`config.mk`:
```
export PLATFORM = sky130hd
export DESIGN_NAME = instr_fetch_unit
export DESIGN_NICKNAME = d
export VERILOG_FILES = /design/src/rtl/instr_fetch_unit.sv
export SDC_FILE = /design/constraint.sdc
export NUM_CORES = 1
export LEC_CHECK = 0
export BUFFER_PORTS_ARGS = -buffer_cell sky130_fd_sc_hd__buf_4
export CAP_MARGIN = 30
export CORE_UTILIZATION = 45
export CTS_CLUSTER_DIAMETER = 100
export DETAILED_ROUTE_END_ITERATION = 8
export PLACE_DENSITY = 0.85
export SYNTH_ARGS = -nofsm -noshare
export SYNTH_HDL_FRONTEND = slang
export SYNTH_SLANG_ARGS = --single-unit
export TNS_END_PERCENT = 30
```
`constraint.sdc`:
```
create_clock -name clk -period 2.77 [get_ports clk]
set_input_delay 0.554 -clock clk [delete_from_list [all_inputs] [get_ports clk]]
set_output_delay 0.554 -clock clk [all_outputs]
set_load 0.02 [all_outputs]
```
`src/rtl/instr_fetch_unit.sv`:
```
// Instruction fetch front end: holds the PC, reads one word per fetch from a
// synchronous instruction RAM and presents it to decode over valid/ready.
module instr_fetch_unit #(
    parameter int unsigned          ADDR_W   = 16,
    parameter int unsigned          DATA_W   = 16,
    parameter logic [ADDR_W-1:0]    RESET_PC = '0
) (
    input  logic              clk,
    input  logic              rst_n,
    output logic [ADDR_W-1:0] mem_addr,
    output logic              mem_rd_en,
    input  logic [DATA_W-1:0] mem_rdata,
    output logic [DATA_W-1:0] instr,
    output logic              instr_valid,
    input  logic              instr_ready,
    output logic [ADDR_W-1:0] instr_pc,
    input  logic              redirect,
    input  logic [ADDR_W-1:0] redirect_target,
    input  logic              halt
);

    typedef enum logic [1:0] {
        FETCH = 2'd0,
        WAIT  = 2'd1,
        VALID = 2'd2
    } state_e;

    state_e            state_q, state_d;
    logic [ADDR_W-1:0] pc_q, pc_d;
    logic [DATA_W-1:0] instr_q, instr_d;
    logic [ADDR_W-1:0] instr_pc_q, instr_pc_d;
    logic              instr_valid_q, instr_valid_d;
    logic              rd_issue;

    always_ff @(posedge clk or negedge rst_n) begin
        if (!rst_n) begin
            state_q       <= FETCH;
            pc_q          <= RESET_PC;
            instr_q       <= '0;
            instr_pc_q    <= RESET_PC;
            instr_valid_q <= 1'b0;
        end else begin
            state_q       <= state_d;
            pc_q          <= pc_d;
            instr_q       <= instr_d;
            instr_pc_q    <= instr_pc_d;
            instr_valid_q <= instr_valid_d;
        end
    end

    always_comb begin
        state_d       = state_q;
        pc_d          = pc_q;
        instr_d       = instr_q;
        instr_pc_d    = instr_pc_q;
        instr_valid_d = instr_valid_q;
        rd_issue      = 1'b0;
        case (state_q)
            FETCH: begin
                // Redirect wins over halt and suppresses the read entirely.
                if (redirect) begin
                    pc_d = redirect_target;
                end else if (!halt) begin
                    rd_issue = 1'b1;
                    state_d  = WAIT;
                end
            end
            WAIT: begin
                if (redirect) begin
                    pc_d    = redirect_target;
                    state_d = FETCH;
                end else begin
                    instr_d       = mem_rdata;
                    instr_pc_d    = pc_q;
                    instr_valid_d = 1'b1;
                    state_d       = VALID;
                end
            end
            VALID: begin
                if (redirect) begin
                    instr_valid_d = 1'b0;
                    pc_d          = redirect_target;
                    state_d       = FETCH;
                end else if (instr_ready) begin
                    instr_valid_d = 1'b0;
                    pc_d          = pc_q + ADDR_W'(1);
                    state_d       = FETCH;
                end
            end
            default: begin
                instr_valid_d = 1'b0;
                state_d       = FETCH;
            end
        endcase
    end

    // State is already FETCH during reset; gate so no read leaks out then.
    assign mem_rd_en   = rd_issue & rst_n;
    assign mem_addr    = pc_q;
    assign instr       = instr_q;
    assign instr_pc    = instr_pc_q;
    assign instr_valid = instr_valid_q;

endmodule

```
==> metrics.yaml <==
cells_and_area:
  stdcell_count: 364
  area_growth_pct: 30.3
  drive_gt1_share_pct: 46.3
  final_nets: 332
  utilization_pct: 61.7
  diodes: 0
  fin_area_sq_um: 3190
yosys:
  yosys.area.top_type: "dfrtp_1"
  synth_seq_area_share_pct: 52.1
  synth_edf_count: 0
  synthArstFlopShare_pct: 100
  netlist_instances: 212
  synthesis.nets: 250
  avgSynthCellArea_sq_um: 11.6
  yosys_warnings: 0
  synth-main-ff-cell: "dfrtp_1"
  synth_seq_cells: 51
  netlist_area_sq_um: 2450
  synth_top_area_share_pct: 52.1
  synth_cell_types: 39
  synth.area.top_cells: "dfrtp_1 52%, mux2_2 14%, a21oi_1 3.9%"
place:
  dp_hpwl_um: 3870
  io_buffers: 86
  dp.cells: 357
  globalplace.congestion: 0.827
  placed_cell_area_sq_um: 3100
timing:
  hold_viol: 0
  clock_skew_ns: 0.00969
  setup_viol: 0
  fmax_mhz: 496
  tightest_slew_ns: 0.740
  slew_headroom_pct: 50.7
  setup_tns_ns: 0
  maxSlewViolCount: 0
  rsz0062_at_grt: "no"
  post-route-min-period_ns: 2.02
  fin_crit_sh_pct: 72.8
clock_network:
  clkLatencyLatePin_ns: 0.31
  cts.htree.levels: 2
  cts_resized: 0
  cts_tree: "done"
  clkSinkCount: 51
  clock-root-buffer: "clkbuf_8"
  numCtsBuffers: 5
  clk_pin_slew_ns: 0.09
  cts_setup_buffers: 0
  cts_buffer_depth: 2
  cts_hold_buf: 0
critical_path:
  crit_chain: "nor4_1 > and2_1 > buf_4"
  crit_type: "reg -> out"
  arrival_ns: 1.46
  crit_fanout: 9
  crit_family: "simple AND/OR/NAND/NOR gates"
  critPathBufInv: 1
  worst_setup_path_end_kind: "primary output"
  worstPathRequired_ns: 2.22
  critPathMaxStageDelay_ns: 0.49
  critPathLaunchType: "flop"
  crit_slowest_cell: "dfrtp_1"
routing:
  drt-total-wl_um: 5610
  drt_iter0_markers: 188
  avgRoutedWirePerCell_um: 15.4
  drc: 0
  first_pass_iters: 4
  num_vias: 2019
  vias_per_cell: 5.55
  ant_nets: 0
pwr:
  leakagePower_nw: 1.41
  ir_drop_v: 0.000359
  power_density_nw_per_um2: 734
die:
  coreArea_sq_um: 5170
  pin_count: 87
  row_count: 26
  die_w_um: 75.8
  dieArea_sq_um: 5740
  die_h_um: 75.8
  start_util_pct: 47.4
global_routing:
  global_route.usage.met2_pct: 33.5
  grt_pass1_wl_um: 8680
  grt.busiest_layer: "met2"
  grt_max_degree: 52
  grt.total_usage_pct: 20.2
  overflow: 0
  use_met1_pct: 25.7
  grt_pass1_vias: 1916
  antenna_found_initial: 0
  grt_util_met3_pct: 5.29
flow_run:
  drv_cap: 0
status:
  status: "finished, final reports clean"
min_path:
  hp-class: "in -> async"
cells in the mapped netlist, types with 4 or more instances:
cell      n
dfrtp_1  51
buf_2     6
o22a_1    4
o22ai_1   5
nand2_1  15
nor2_1    9
nand4_1   4
o21ai_0  10
nand3_1  10
a21oi_1  19
mux2_2   30
buf_4     5
registers in the layout, summed over array words and instances, names as in the netlist:
| name | cells |
|---|---|
| instr_pc | 16 |
| instr | 16 |
| mem_addr | 16 |
| state_q | 2 |
| instr_valid | 1 |
metal layers:
layer / routed length [um] / vias up
li1: - / 949
met1: 2440 / 973
met2: 2680 / 91
met3: 430 / 6
met4: 59 / 0
met5: 0 / -
worst register-to-register path, cell delays in order (launching register included):
cell	delay, ns
dfrtp_1	0.49
ha_1	0.30
nand3_1	0.17
or2_4	0.30
o32ai_1	0.27
a21oi_1	0.10
placed cells by master (no fill, tap or decap), types with 5 or more instances in the layout:
master	instances
a21oi_1	19
o21ai_0	10
dfrtp_1	51
mux2_2	30
clkbuf_8	6
nor2_1	9
nand3_1	10
o22ai_1	5
buf_4	89
nand2_1	15
worst paths after layout:
kind,startpoint,end,slack (ns),depth (start not counted)
max,state_q[0],mem_rd_en,0.75,3
min,rst_n,mem_addr[3],0.38,2
max reg2reg,mem_addr[0],mem_addr[12],1.00,5
min reg2reg,instr_pc[8],instr_pc[8],0.49,1
max in group asynchronous,rst_n,mem_addr[8],1.96,2
min in group clk,halt,state_q[0],0.41,2
layout make-up:
type	instances	area (sq um)
clock buffers	6	82.6
clock inverters	1	5.00
fillers	449	1980
inverters	2	7.51
multi-input cells	145	1060
flip-flops and latches	51	1280
well taps	70	87.6
repair buffers	89	668
stage by stage:
stage,power (mW),hold WS [ns],setup WS (ns)
after floorplan,1.53,0.258,1.00
after global placement,1.90,0.469,0.952
after detailed placement,1.93,0.478,0.883
after CTS,2.37,0.387,0.733
after global routing,2.48,0.422,0.589
final,2.34,0.376,0.753
power breakdown:
part	switching, mW	internal, mW
Sequential	0.140	0.924
Combinational	0.430	0.414
Clock	0.238	0.197
cell families after synthesis:
group | synth area share (%)
AOI/OAI and AO/OA | 13.5
and+or+nand+nor | 14.2
adders and majority gates | 0.511
buffers and inverters | 4.44
DFF | 52.1
muxes | 15.2
Power figures use the tool's default switching activity.
